`src/rtl/nbody_pkg.sv`:
```
// Shared constants and types for the N-body acceleration pipeline.
package nbody_pkg;

  localparam int FP_W         = 64;
  localparam int MULT_TIME    = 11;
  localparam int ADD_TIME     = 20;
  localparam int INVSQRT_TIME = 27;

  // getAccl input-to-result latency: operand register, dx/dy subtract,
  // squaring, sum, inverse sqrt, then four chained multiplies.
  localparam int ACCL_LATENCY = 1 + ADD_TIME + MULT_TIME + ADD_TIME
                                + INVSQRT_TIME + 4 * MULT_TIME;

  localparam int MAX_BODIES_DEF = 64;
  localparam int IDX_W          = $clog2(MAX_BODIES_DEF);

  typedef struct packed {
    logic             valid;
    logic [IDX_W-1:0] idx;
    logic             last;
  } pair_tag_t;

  typedef enum logic [1:0] {
    IDLE  = 2'd0,
    ISSUE = 2'd1,
    DRAIN = 2'd2
  } sched_state_e;

endpackage

```
`src/rtl/pair_tag_delay.sv`:
```
// Fixed-depth shift register carrying pair tags alongside getAccl.
// Every stage is reset so a mid-run reset leaves no stale valid tag.
module pair_tag_delay
  import nbody_pkg::*;
#(
  parameter int DEPTH = 1
) (
  input  logic      clk,
  input  logic      rst_n,
  input  pair_tag_t tag_in,
  output pair_tag_t tag_out
);

  pair_tag_t pipe_q [DEPTH];
  pair_tag_t pipe_d [DEPTH];

  // Next-state: stage 0 takes the new tag, the rest shift by one.
  always_comb begin
    pipe_d[0] = tag_in;
    for (int k = 1; k < DEPTH; k++) begin
      pipe_d[k] = pipe_q[k-1];
    end
  end

  // Shift-register state with flush on reset.
  always_ff @(posedge clk or negedge rst_n) begin
    if (!rst_n) begin
      for (int k = 0; k < DEPTH; k++) begin
        pipe_q[k] <= '0;
      end
    end else begin
      for (int k = 0; k < DEPTH; k++) begin
        pipe_q[k] <= pipe_d[k];
      end
    end
  end

  assign tag_out = pipe_q[DEPTH-1];

endmodule

```
`src/rtl/accl_pair_sched.sv`:
```
// Walks all ordered body pairs (i, j) one per clock, feeds getAccl
// operands, and delays an {i, last-of-row} tag to line up with ax/ay.
module accl_pair_sched #(
  parameter  int MAX_BODIES   = 64,
  parameter  int ACCL_LATENCY = nbody_pkg::ACCL_LATENCY,
  localparam int AW           = $clog2(MAX_BODIES)
) (
  input  logic                       clk,
  input  logic                       rst_n,
  input  logic                       start,
  input  logic [AW:0]                n_bodies,
  output logic                       busy,
  output logic                       done,
  output logic                       rd_en,
  output logic [AW-1:0]              rd_addr_i,
  output logic [AW-1:0]              rd_addr_j,
  input  logic [nbody_pkg::FP_W-1:0] xi,
  input  logic [nbody_pkg::FP_W-1:0] yi,
  input  logic [nbody_pkg::FP_W-1:0] xj,
  input  logic [nbody_pkg::FP_W-1:0] yj,
  input  logic [nbody_pkg::FP_W-1:0] mj,
  output logic [nbody_pkg::FP_W-1:0] x1,
  output logic [nbody_pkg::FP_W-1:0] y1,
  output logic [nbody_pkg::FP_W-1:0] x2,
  output logic [nbody_pkg::FP_W-1:0] y2,
  output logic [nbody_pkg::FP_W-1:0] m2,
  output logic                       pair_valid,
  output logic                       out_valid,
  output logic [AW-1:0]              out_i,
  output logic                       out_last
);

  import nbody_pkg::*;

  localparam logic [AW:0] MAX_N = (AW+1)'(MAX_BODIES);
  // DRAIN covers two operand-pipeline stages plus the getAccl latency.
  localparam int          DW         = $clog2(ACCL_LATENCY + 2) + 1;
  localparam logic [DW-1:0] DRAIN_LOAD = DW'(ACCL_LATENCY + 1);

  sched_state_e  state_q, state_d;
  logic [AW:0]   n_q, n_d, n_eff_s;
  logic [AW-1:0] i_q, i_d, j_q, j_d;
  logic [DW-1:0] drain_q, drain_d;
  logic          rd_en_q, rd_en_d, busy_q, busy_d, done_q, done_d;
  logic          col_last_s, row_last_s;

  logic          s1_valid_q, s1_valid_d, s1_last_q, s1_last_d;
  logic [AW-1:0] s1_idx_q, s1_idx_d;

  logic [FP_W-1:0] x1_q, x1_d, y1_q, y1_d, x2_q, x2_d, y2_q, y2_d, m2_q, m2_d;
  logic            pair_valid_q, pair_valid_d;
  pair_tag_t       tag_q, tag_d, tag_out_s;

  // Clamp the requested body count to the RAM depth.
  always_comb begin
    if (n_bodies > MAX_N) begin
      n_eff_s = MAX_N;
    end else begin
      n_eff_s = n_bodies;
    end
  end

  assign col_last_s = ({1'b0, j_q} == (n_q - (AW+1)'(1)));
  assign row_last_s = ({1'b0, i_q} == (n_q - (AW+1)'(1)));

  // Sequencer next-state: row-major pair walk, then drain until the tags exit.
  always_comb begin
    state_d = state_q;
    n_d     = n_q;
    i_d     = i_q;
    j_d     = j_q;
    drain_d = drain_q;
    rd_en_d = 1'b0;
    busy_d  = busy_q;
    done_d  = 1'b0;
    case (state_q)
      IDLE: begin
        if (start) begin
          if (n_eff_s != (AW+1)'(0)) begin
            state_d = ISSUE;
            n_d     = n_eff_s;
            i_d     = '0;
            j_d     = '0;
            rd_en_d = 1'b1;
            busy_d  = 1'b1;
          end else begin
            done_d  = 1'b1;
          end
        end else begin
          busy_d = 1'b0;
        end
      end
      ISSUE: begin
        if (col_last_s) begin
          j_d = '0;
          if (row_last_s) begin
            state_d = DRAIN;
            drain_d = DRAIN_LOAD;
            i_d     = '0;
          end else begin
            i_d     = i_q + AW'(1);
            rd_en_d = 1'b1;
          end
        end else begin
          j_d     = j_q + AW'(1);
          rd_en_d = 1'b1;
        end
      end
      DRAIN: begin
        if (drain_q == DW'(0)) begin
          state_d = IDLE;
          busy_d  = 1'b0;
          done_d  = 1'b1;
        end else begin
          drain_d = drain_q - DW'(1);
        end
      end
      default: begin
        state_d = IDLE;
        busy_d  = 1'b0;
      end
    endcase
  end

  // Operand path: tag stage aligned with RAM data, then the operand register.
  always_comb begin
    s1_valid_d   = rd_en_q;
    pair_valid_d = s1_valid_q;
    x1_d = x1_q;
    y1_d = y1_q;
    x2_d = x2_q;
    y2_d = y2_q;
    if (rd_en_q) begin
      s1_idx_d  = i_q;
      s1_last_d = col_last_s;
    end else begin
      s1_idx_d  = '0;
      s1_last_d = 1'b0;
    end
    if (s1_valid_q) begin
      x1_d = xi;
      y1_d = yi;
      x2_d = xj;
      y2_d = yj;
      m2_d = mj;
    end else begin
      // Zero mass makes any stray operand contribute nothing.
      m2_d = '0;
    end
    tag_d.valid = s1_valid_q;
    tag_d.idx   = IDX_W'(s1_idx_q);
    tag_d.last  = s1_last_q;
  end

  // All sequencer and operand state registers.
  always_ff @(posedge clk or negedge rst_n) begin
    if (!rst_n) begin
      state_q      <= IDLE;
      n_q          <= '0;
      i_q          <= '0;
      j_q          <= '0;
      drain_q      <= '0;
      rd_en_q      <= 1'b0;
      busy_q       <= 1'b0;
      done_q       <= 1'b0;
      s1_valid_q   <= 1'b0;
      s1_idx_q     <= '0;
      s1_last_q    <= 1'b0;
      x1_q         <= '0;
      y1_q         <= '0;
      x2_q         <= '0;
      y2_q         <= '0;
      m2_q         <= '0;
      pair_valid_q <= 1'b0;
      tag_q        <= '0;
    end else begin
      state_q      <= state_d;
      n_q          <= n_d;
      i_q          <= i_d;
      j_q          <= j_d;
      drain_q      <= drain_d;
      rd_en_q      <= rd_en_d;
      busy_q       <= busy_d;
      done_q       <= done_d;
      s1_valid_q   <= s1_valid_d;
      s1_idx_q     <= s1_idx_d;
      s1_last_q    <= s1_last_d;
      x1_q         <= x1_d;
      y1_q         <= y1_d;
      x2_q         <= x2_d;
      y2_q         <= y2_d;
      m2_q         <= m2_d;
      pair_valid_q <= pair_valid_d;
      tag_q        <= tag_d;
    end
  end

  pair_tag_delay #(
    .DEPTH (ACCL_LATENCY)
  ) u_tag_delay (
    .clk     (clk),
    .rst_n   (rst_n),
    .tag_in  (tag_q),
    .tag_out (tag_out_s)
  );

  assign busy       = busy_q;
  assign done       = done_q;
  assign rd_en      = rd_en_q;
  assign rd_addr_i  = i_q;
  assign rd_addr_j  = j_q;
  assign x1         = x1_q;
  assign y1         = y1_q;
  assign x2         = x2_q;
  assign y2         = y2_q;
  assign m2         = m2_q;
  assign pair_valid = pair_valid_q;
  assign out_valid  = tag_out_s.valid;
  assign out_i      = AW'(tag_out_s.idx);
  assign out_last   = tag_out_s.last;

endmodule

```
`config.mk`:
```
export PLATFORM = sky130hd
export DESIGN_NAME = accl_pair_sched
export DESIGN_NICKNAME = d
export VERILOG_FILES = /design/src/rtl/nbody_pkg.sv /design/src/rtl/pair_tag_delay.sv /design/src/rtl/accl_pair_sched.sv
export SDC_FILE = /design/constraint.sdc
export NUM_CORES = 1
export LEC_CHECK = 0
export BUFFER_PORTS_ARGS = -buffer_cell sky130_fd_sc_hd__buf_2
export CAP_MARGIN = 20
export CORE_AREA = 2 2 259 261
export DETAILED_ROUTE_END_ITERATION = 8
export DIE_AREA = 0 0 261 263
export MAX_ROUTING_LAYER = met4
export PLACE_DENSITY = 0.83
export SYNTH_ARGS = -nofsm -noshare
export SYNTH_HDL_FRONTEND = slang
export SYNTH_SLANG_ARGS = --single-unit
```
`constraint.sdc`:
```
create_clock -name clk -period 6.1 [get_ports clk]
set_clock_uncertainty 0.05 [all_clocks]
set_input_delay 0.61 -clock clk [delete_from_list [all_inputs] [get_ports clk]]
set_output_delay 0.61 -clock clk [all_outputs]
set_load 0.1 [all_outputs]
```
==> reports/metrics.yaml, run 1 <==
status: "complete, no violations"
r2r-end: "y2[57]"
io_pins: 674
path_max_fanout: 180
die_h_um: 263
timing.fmax_mhz: 372
cts_made_buffers: 121
p_leak_nw: 24.3
yosysWarnings: 0
routed_via_density: 5.14
grt_max_degree: 218
reg2reg_depth: 2
die-width_um: 261
hold_path.class: "in2async"
grt_pass1_wl_um: 144000
drc: 0
wl_um: 96600
powerDensity_nw_per_um2: 416
path_clk_slew_ns: 0.07
track_usage_pct: 30.1
yosysSeqAreaShare_pct: 88.0
via_count: 18700
finalCritPeriodShare_pct: 44.1
cp_data_arrival_time_ns: 3.19
fin_nets: 2982
setup_viol: 0
path_buf_inv: 1
dr.pass1.iters: 5
drive_gt1_share_pct: 42.2
h-tree-depth: 3
cts_tree: "built"
crit_chain: "buf_12 -> mux2_2"
ant_nets: 0
crit_path_top_delay_cell: "dfrtp_4"
tightest_slew_ns: 1.14
synth_flop_cell: "dfrtp_1"
clockBufferDepth: 3
required_ns: 6.60
finalHoldViolations: 0
crit_family: "flip-flops"
critPathLaunchType: "flop"
ys_types: 52
fin_crit_ns: 2.69
grt_pass1_vias: 21500
root_buffer: "clkbuf_16"
globalplace.congestion: 0.922
grt_remaining_overflow: 0
start_util_pct: 58.6
syn_inst: 1881
slew_headroom_pct: 24.1
first_iter_violations: 1654
tns_ns: 0
wl_per_cell_um: 26.6
rsz0062_at_grt: "no"
fin_total_pwr_w: 0.0197
syn_area_per_cell_um2: 20.4
port_buffers: 673
hold_ws_ns: 0.0563
synth-edff-count: 0
clock_sink_count: 1352
dpl.hpwl_um: 57900
crit_type: "reg2reg"
peakVddDrop_v: 0.000307
fp-row-count: 94
placedInstanceArea_um2: 42900
core_um2: 65600
syn_nets: 2216
ctsHoldBuffers: 0
synth-seq-cells: 1352
utilization_pct: 72.1
max_stage_delay_ns: 1.12
die-area_um2: 68600
grt_antenna_before_repair: 24
cts_setup_buffers: 0
clock_latency_ns: 0.70
syn2layout_area_growth_pct: 23.2
final_cell_area_um2: 47300
drv_cap: 0
r2r_slack_ns: 3.41
netlist_area_um2: 38400
r2r-start: "pair_valid_d"
slew_violations: 0
cp-end-kind: "flop"
async_flop_share_pct: 100
ctsResizeCount: 0
[flip-flops by register name, indices dropped and copies added, names as in the netlist, 2 cells and up]
name	flops
drain_q	8
m2	64
n_q	7
rd_addr_i	6
rd_addr_j	6
s1_idx_q	6
state_q	2
tag_q	8
u_tag_delay.pipe_d	976
u_tag_delay.tag_out	8
x1	64
x2	64
y1	64
y2	64
[report_power, final]
group          total, W  internal [W]  switching [W]
sequential      0.00960       0.00936       0.000238
combinational   0.00186      0.000352        0.00150
clock           0.00823       0.00479        0.00344
total            0.0197        0.0145        0.00519
[final cells by class]
type / count / area, um2
well taps: 864 / 1080
multi-input cells: 474 / 4380
fillers: 3749 / 18300
diodes: 17 / 42.5
repair buffers: 686 / 3590
inverters: 12 / 45.0
clock inverters: 55 / 812
clock buffers: 172 / 3540
flip-flops and latches: 1352 / 33800
[cells in the mapped netlist, types with 2 or more instances]
library cell  count  share of area [%]
o41ai_1           2              0.046
a22o_1            3              0.068
a31oi_1           3              0.049
nand3_1           6              0.078
a221o_1           3              0.078
xnor2_1           7               0.16
nand2_1          14               0.14
nand4_1           7               0.11
and2_1           76                1.2
a31o_1            2              0.046
inv_1            11               0.11
buf_1             4              0.039
o21ai_1           8               0.10
nand3b_1          6               0.12
dfrtp_1        1352                 88
nor4_1            3              0.049
nor3_1            6              0.078
clkbuf_1         38               0.37
or3_1             8               0.13
xor2_1           10               0.23
or4_1             3              0.059
nor2_1            6              0.059
a21oi_1           3              0.039
ha_1              5               0.16
nor2b_1           4              0.065
nand2b_1          5              0.081
o21ai_0           3              0.039
mux2_2          259                7.6
[layout by cell type, fill, tap and decap left out, types with 2 or more instances in the layout]
cell type and count:
bufinv_16 17, clkinv_16 2, nor2b_1 4, nand3b_1 6, xnor2_1 7, buf_4 5
clkbuf_8 28, clkbuf_1 21, dfrtp_1 1351, xor2_1 10, or3_1 8, and2_1 76
ha_1 5, clkinv_2 26, nor2_1 6, nand2b_1 5, a31o_1 2, buf_12 8
nand4_1 7, a21oi_1 3, nand2_1 14, nor4_1 3, a221o_1 3, nor3_1 6
diode_2 17, inv_1 11, or4_1 3, nand3_1 6, o21ai_1 8, inv_16 2
o41ai_1 2, clkbuf_16 123, buf_2 672, o21ai_0 3, a22o_1 3, clkinvlp_4 5
a31oi_1 3, mux2_2 259
[per-stage QoR]
stage,worst slack (ns),cells
after detailed placement,3.44,3387
after CTS,3.46,3614
after floorplan,3.42,1881
after global routing,3.25,3631
final,3.41,3632
after global placement,3.47,3387
[cells by family (layout without fill, tap and decap cells)]
family | after synthesis | count (layout) | share of synthesized area (%)
xor+xnor | 18 | 18 | 0.449
buf+inv | 55 | 925 | 0.557
flops | 1352 | 1352 | 88.0
mux | 260 | 260 | 7.62
fa+ha+maj | 5 | 5 | 0.163
simple gates | 155 | 155 | 2.46
other cells | 0 | 17 | 0
compound gates | 36 | 36 | 0.713
[routing by layer]
layer / GRT usage, % / wire, um / vias up
met1: 36.2 / 36100 / 10000
li1: - / - / 7714
met4: 11.2 / 4180 / 0
met2: 47.7 / 49000 / 687
met5: - / 0 / -
met3: 9.89 / 7230 / 236
[worst max path at each step]
| stage | from | to | cells after the start |
|---|---|---|---|
| 5_1_grt | n_q[0] | drain_q[1] | 8 |
| 3_3_place_gp | n_bodies[3] | rd_addr_i[3] | 6 |
| 6_report | pair_valid_d | y2[57] | 2 |
| 2_1_floorplan | rd_addr_j[2] | rd_addr_i[2] | 6 |
| 4_1_cts | pair_valid_d | y1[54] | 2 |
| 3_5_place_dp | n_bodies[3] | rd_addr_i[2] | 6 |
No activity file was read; power rests on OpenSTA's default activity.
==> inputs of run 2 (changes only) <==
--- a/config.mk
+++ b/config.mk
@@ -7,11 +7,11 @@
 export LEC_CHECK = 0
 export BUFFER_PORTS_ARGS = -buffer_cell sky130_fd_sc_hd__buf_2
 export CAP_MARGIN = 20
-export CORE_AREA = 2 2 259 261
+export CORE_MARGIN = 1.5
+export CORE_UTILIZATION = 49
 export DETAILED_ROUTE_END_ITERATION = 8
-export DIE_AREA = 0 0 261 263
 export MAX_ROUTING_LAYER = met4
-export PLACE_DENSITY = 0.83
+export PLACE_DENSITY = 0.74
 export SYNTH_ARGS = -nofsm -noshare
 export SYNTH_HDL_FRONTEND = slang
 export SYNTH_SLANG_ARGS = --single-unit
==> constraint.sdc (replaced) <==
create_clock -name clk -period 2.45 [get_ports clk]
set_clock_uncertainty 0.05 [all_clocks]
set_input_delay 0.245 -clock clk [delete_from_list [all_inputs] [get_ports clk]]
set_output_delay 0.245 -clock clk [all_outputs]
set_load 0.1 [all_outputs]
==> reports/metrics.yaml, run 2 (same netlist as run 1, synthesis figures left out) <==
drc: 0  # unchanged
cts_tree: "built"  # unchanged
grt_pass1_wl_um: 170000  # was 144000 um
clockBufferDepth: 3  # unchanged
clock_latency_ns: 0.73  # was 0.70 ns
fin_crit_ns: 2.44  # was 2.69 ns
tns_ns: 0  # unchanged
clock_sink_count: 1352  # unchanged
setup_viol: 0  # unchanged
dr.pass1.iters: 5  # unchanged
grt_remaining_overflow: 0  # unchanged
syn2layout_area_growth_pct: 34.5  # was 23.2%
first_iter_violations: 1306  # was 1654
multi_input_area_um2: 4450  # was 4380 um2
grt_antenna_before_repair: 13  # was 24
wl_um: 115000  # was 96600 um
cts_made_buffers: 131  # was 121
layout_common_cells: "dfrtp_1, buf_2, dlygate4sd3_1"  # was dfrtp_1, buf_2, mux2_2
hold_path.class: "in2async"  # unchanged
max_stage_delay_ns: 0.40  # was 1.12 ns
finalHoldViolations: 3  # was 0
root_buffer: "clkbuf_16"  # unchanged
io_pins: 674  # unchanged
cp-end-kind: "flop"  # unchanged
cp_data_arrival_time_ns: 2.97  # was 3.19 ns
grt_pass1_vias: 24100  # was 21500
required_ns: 2.98  # was 6.60 ns
grt_max_degree: 84  # was 218
finalCritPeriodShare_pct: 99.7  # was 44.1%
die-width_um: 283  # was 261 um
dp_slack_ns: -0.0724  # was 3.44 ns
largest_reg_flops: 976  # unchanged
wl_per_cell_um: 27.5  # was 26.6 um
critPathLaunchType: "flop"  # unchanged
tightest_slew_ns: 0.736  # was 1.14 ns
slew_violations: 0  # unchanged
drive_gt1_share_pct: 39.3  # was 42.2%
nFillCells: 5029  # was 3749
fin_ws_ns: 0.00801  # was 3.41 ns
start_util_pct: 49.5  # was 58.6%
violations: "negative hold slack"
final-seq-area_um2: 33800  # about the same
path_max_fanout: 8  # was 180
core_um2: 77600  # was 65600 um2
crit_chain: "buf_6 -> or3_4 -> or3_1 -> a41o_1 -> a221oi_4 -> buf_12 -> nor3b_4 -> a221o_1"  # was buf_12 -> mux2_2
hold_ws_ns: -0.00852  # was 0.0563 ns
crit_type: "reg2reg"  # unchanged
h-tree-depth: 4  # was 3
dpl.hpwl_um: 71500  # was 57900 um
fp-row-count: 102  # was 94
port_buffers: 673  # unchanged
die_h_um: 283  # was 263 um
slew_headroom_pct: 51.2  # was 24.1%
p_leak_nw: 26.1  # was 24.3 nW
crit_path_top_delay_cell: "dfrtp_1"  # was dfrtp_4
final_common_cell: "dfrtp_1"  # unchanged
status: "finished with violations"  # was complete, no violations
peakVddDrop_v: 0.000806  # was 0.000307 V
globalplace.congestion: 0.941  # was 0.922
via_count: 20500  # was 18700
timing.fmax_mhz: 410  # was 372 MHz
routed_via_density: 4.88  # was 5.14
ant_nets: 0  # unchanged
track_usage_pct: 30.7  # was 30.1%
powerDensity_nw_per_um2: 968  # was 416 nW/um2
fin_nets: 3392  # was 2982
path_clk_slew_ns: 0.06  # was 0.07 ns
rsz0062_at_grt: "yes"  # was no
drv_cap: 0  # unchanged
die-area_um2: 80100  # was 68600 um2
run 2: cell types whose count changed in the layout (fill, tap and decap cells not counted), sizes merged, moves of 6 or more:
cell         previous run  this run
clkbuf                172       183
dlygate4sd3             0       334
bufinv                 17         7
clkinv                 30        36
diode                  17         3
buf                   686       752
run 2: what timing repair did:
| item | CTS | global route |
|---|---|---|
| buffers inserted | 0 | 1 |
| gates cloned | 0 | 0 |
| endpoints found under the hold margin | 1196 | 0 |
| hold buffers | 334 | 0 |
| setup endpoints to repair | 11 | 19 |
| gates resized for setup | 4 | 9 |
| pin swaps | 4 | 4 |
run 2: where the power goes:
group | switching, W | total, W | internal [W]
logic | 0.00409 | 0.00546 | 0.00136
clock network | 0.00900 | 0.0207 | 0.0117
registers | 0.000569 | 0.0239 | 0.0233
total | 0.0137 | 0.0500 | 0.0363
run 2: routing by layer:
layer	share of wire, %	routed length [um]	global-route usage, %
met2	51	58700	49.9
met5	0	0	-
met3	6.1	7010	7.67
met4	6.1	7060	16.2
met1	37	42700	35.3
run 2: per-stage QoR:
| stage | total power, W | std cells | instance area, um2 | utilization [%] |
|---|---|---|---|---|
| 6_report | 0.0500 | 4201 | 51700 | 66.6 |
| 3_3_place_gp | 0.0291 | 3629 | 43800 | 56.5 |
| 3_5_place_dp | 0.0292 | 3629 | 43800 | 56.5 |
| 5_1_grt | 0.0517 | 4199 | 51700 | 66.6 |
| 4_1_cts | 0.0503 | 4197 | 51600 | 66.5 |
| 2_1_floorplan | 0.0272 | 1881 | 38400 | - |
run 2: cell type report:
type / count / area share (%)
clock inverters: 51 / 1.20
well taps: 1040 / 2.52
inverters: 12 / 0.0872
clock buffers: 183 / 7.31
diodes: 3 / 0.0145
flip-flops and latches: 1352 / 65.5
repair buffers: 1086 / 14.8
multi-input cells: 474 / 8.61
run 2: worst paths after layout:
| kind | cells past startpoint | slack [ns] | endpoint | from |
|---|---|---|---|---|
| hold reg to reg | 0 | 0.28 | u_tag_delay.pipe_d[941] | u_tag_delay.pipe_d[949] |
| max in group asynchronous | 3 | 1.20 | y1[32] | rst_n |
| setup / recovery | 8 | 0.008 | rd_addr_i[2] | n_q[0] |
| min in group clk | 3 | 0.22 | m2[46] | mj[46] |
| setup reg to reg | 8 | 0.008 | rd_addr_i[2] | n_q[0] |
| hold / removal | 2 | -0.009 | u_tag_delay.pipe_d[8] | rst_n |
run 2: worst max-delay path: cells and delay by family (launching register included):
family / cells / cell delay (ns)
compound gates: 3 / 0.84
simple gates: 3 / 0.73
flops: 1 / 0.40
buf+inv: 2 / 0.30
==> inputs of run 3 (changes only) <==
--- a/config.mk
+++ b/config.mk
@@ -7,11 +7,14 @@
 export LEC_CHECK = 0
 export BUFFER_PORTS_ARGS = -buffer_cell sky130_fd_sc_hd__buf_2
 export CAP_MARGIN = 20
+export CORE_ASPECT_RATIO = 1.75
 export CORE_MARGIN = 1.5
 export CORE_UTILIZATION = 49
 export DETAILED_ROUTE_END_ITERATION = 8
 export MAX_ROUTING_LAYER = met4
 export PLACE_DENSITY = 0.74
+export RECOVER_POWER = 50
+export SLEW_MARGIN = 5
 export SYNTH_ARGS = -nofsm -noshare
 export SYNTH_HDL_FRONTEND = slang
 export SYNTH_SLANG_ARGS = --single-unit
==> reports/metrics.yaml, run 3 (same netlist as run 1, synthesis figures left out) <==
status: "finished with violations"  # unchanged
violations: "max-capacitance violations, max-slew violations"  # was negative hold slack
r2r_slack_ns: 0.06  # was 0.008 ns
clock_latency_ns: 0.70  # was 0.73 ns
path_max_fanout: 8  # unchanged
nFillCells: 4858  # was 5029
wl_um: 110000  # was 115000 um
largest_reg_flops: 976  # unchanged
multi_input_area_um2: 4470  # was 4450 um2
fin_crit_ns: 2.39  # was 2.44 ns
drive_gt1_share_pct: 38.9  # was 39.3%
fp-row-count: 135  # was 102
pwr-share-comb_pct: 11.3  # was 10.9%
wl_per_cell_um: 26.2  # was 27.5 um
required_ns: 2.98  # about the same
dpl.hpwl_um: 71000  # was 71500 um
timing.fmax_mhz: 418  # was 410 MHz
ant_nets: 0  # unchanged
root_buffer: "clkbuf_16"  # unchanged
path_clk_slew_ns: 0.07  # was 0.06 ns
slew_violations: 65  # was 0
die-area_um2: 80200  # was 80100 um2
powerDensity_nw_per_um2: 946  # was 968 nW/um2
p_leak_nw: 25.8  # was 26.1 nW
grt_pass1_wl_um: 162000  # was 170000 um
cp_data_arrival_time_ns: 2.92  # was 2.97 ns
clockBufferDepth: 3  # unchanged
final_common_cell: "dfrtp_1"  # unchanged
die_h_um: 373  # was 283 um
finalCritPeriodShare_pct: 97.6  # was 99.7%
cts_tree: "built"  # unchanged
p_sw_share_pct: 26.7  # was 27.3%
dr.pass1.iters: 4  # was 5
core_um2: 77500  # was 77600 um2
h-tree-depth: 3  # was 4
final-seq-area_um2: 33800  # about the same
globalplace.congestion: 0.930  # was 0.941
first_iter_violations: 1216  # was 1306
p_seq_share_pct: 49.2  # was 47.8%
utilization_pct: 66.1  # was 66.6%
grt_antenna_before_repair: 42  # was 13
routed_via_density: 4.87  # was 4.88
slew_headroom_pct: -1.75  # was 51.2%
clock_sink_count: 1352  # unchanged
hold_path.class: "in2async"  # unchanged
grt_max_degree: 86  # was 84
via_count: 20500  # about the same
peakVddDrop_v: 0.000752  # was 0.000806 V
finalHoldViolations: 0  # was 3
layout_common_cells: "dfrtp_1, buf_2, dlygate4sd3_1"  # unchanged
crit_type: "reg2reg"  # unchanged
r2r-end: "rd_addr_i[2]"  # unchanged
setup_viol: 0  # unchanged
r2r-start: "n_q[1]"  # was n_q[0]
p_sw_w: 0.0130  # was 0.0137 W
grt_remaining_overflow: 0  # unchanged
track_usage_pct: 29.2  # was 30.7%
startpoint: "n_q[1]"  # was n_q[0]
hold_ws_ns: 0.0293  # was -0.00852 ns
syn2layout_area_growth_pct: 33.3  # was 34.5%
fin_nets: 3372  # was 3392
cp-end-kind: "flop"  # unchanged
fin_total_pwr_w: 0.0485  # was 0.0500 W
drc: 0  # unchanged
drv_cap: 1  # was 0
die-width_um: 215  # was 283 um
critPathLaunchType: "flop"  # unchanged
start_util_pct: 49.6  # was 49.5%
p_int_w: 0.0355  # was 0.0363 W
p_clk_share_pct: 39.5  # was 41.3%
io_pins: 674  # unchanged
reg2reg_depth: 8  # unchanged
grt_pass1_vias: 23700  # was 24100
cts_made_buffers: 110  # was 131
port_buffers: 673  # unchanged
tightest_slew_ns: 1.53  # was 0.736 ns
## run 3: how the worst max path moves through the flow
stage / end / slack, ns / depth (start not counted)
after global placement: rd_en / -0.02 / 8
after global routing: rd_addr_i[2] / -0.03 / 10
after CTS: rd_addr_i[2] / 0.003 / 10
after detailed placement: rd_en / -0.03 / 10
after floorplan: rd_en / 0.008 / 6
final: rd_addr_i[2] / 0.06 / 8
## run 3: metal layers
layer / track usage, % / up-vias / wire (um)
met1: 29.9 / 10800 / 36900
met2: 48.7 / 884 / 55800
met3: 9.21 / 268 / 8960
li1: - / 8548 / -
met4: 17.9 / 0 / 8430
met5: - / - / 0
## run 3: stage by stage
stage | instances | setup slack [ns] | instance area [um2] | setup TNS [ns]
2_1_floorplan | 1881 | 0.00774 | 38400 | 0
3_3_place_gp | 3613 | -0.0197 | 43800 | -0.0373
3_5_place_dp | 3613 | -0.0298 | 43800 | -0.0665
4_1_cts | 4148 | 0.00313 | 51100 | 0
5_1_grt | 4198 | -0.0274 | 51200 | -0.0361
6_report | 4205 | 0.0577 | 51200 | 0
## run 3: cell type report
type / count / share of cell area (%)
well taps: 1027 / 2.51
flip-flops and latches: 1352 / 66.1
clock buffers: 141 / 6.01
clock inverters: 58 / 1.73
repair buffers: 1087 / 14.6
multi-input cells: 474 / 8.73
diodes: 54 / 0.264
inverters: 12 / 0.0879
## run 3: power groups by stage
stage               Sequential (W)  Clock (W)  Combinational, W
finish                      0.0238     0.0192           0.00546
floorplan                   0.0266          0          0.000653
CTS                         0.0238     0.0196           0.00545
global route                0.0239     0.0205           0.00568
global placement            0.0242          0           0.00493
detailed placement          0.0242          0           0.00498
## run 3: critical path: stages, from the launching register on
cell and delay [ns]:
dfrtp_1 0.39, inv_2 0.07, ha_4 0.17, or2b_1 0.25, a311o_1 0.41, a221oi_4 0.37, buf_12 0.18, nor3b_4 0.05
a221o_1 0.32
## run 3: what timing repair did
| action | in CTS | in global routing |
|---|---|---|
| pin swaps | 2 | 8 |
| endpoints found under the hold margin | 1381 | 0 |
| gates resized for setup | 4 | 13 |
| setup buffers | 2 | 3 |
| hold buffers | 334 | 0 |
| endpoints found under the setup margin | 9 | 16 |
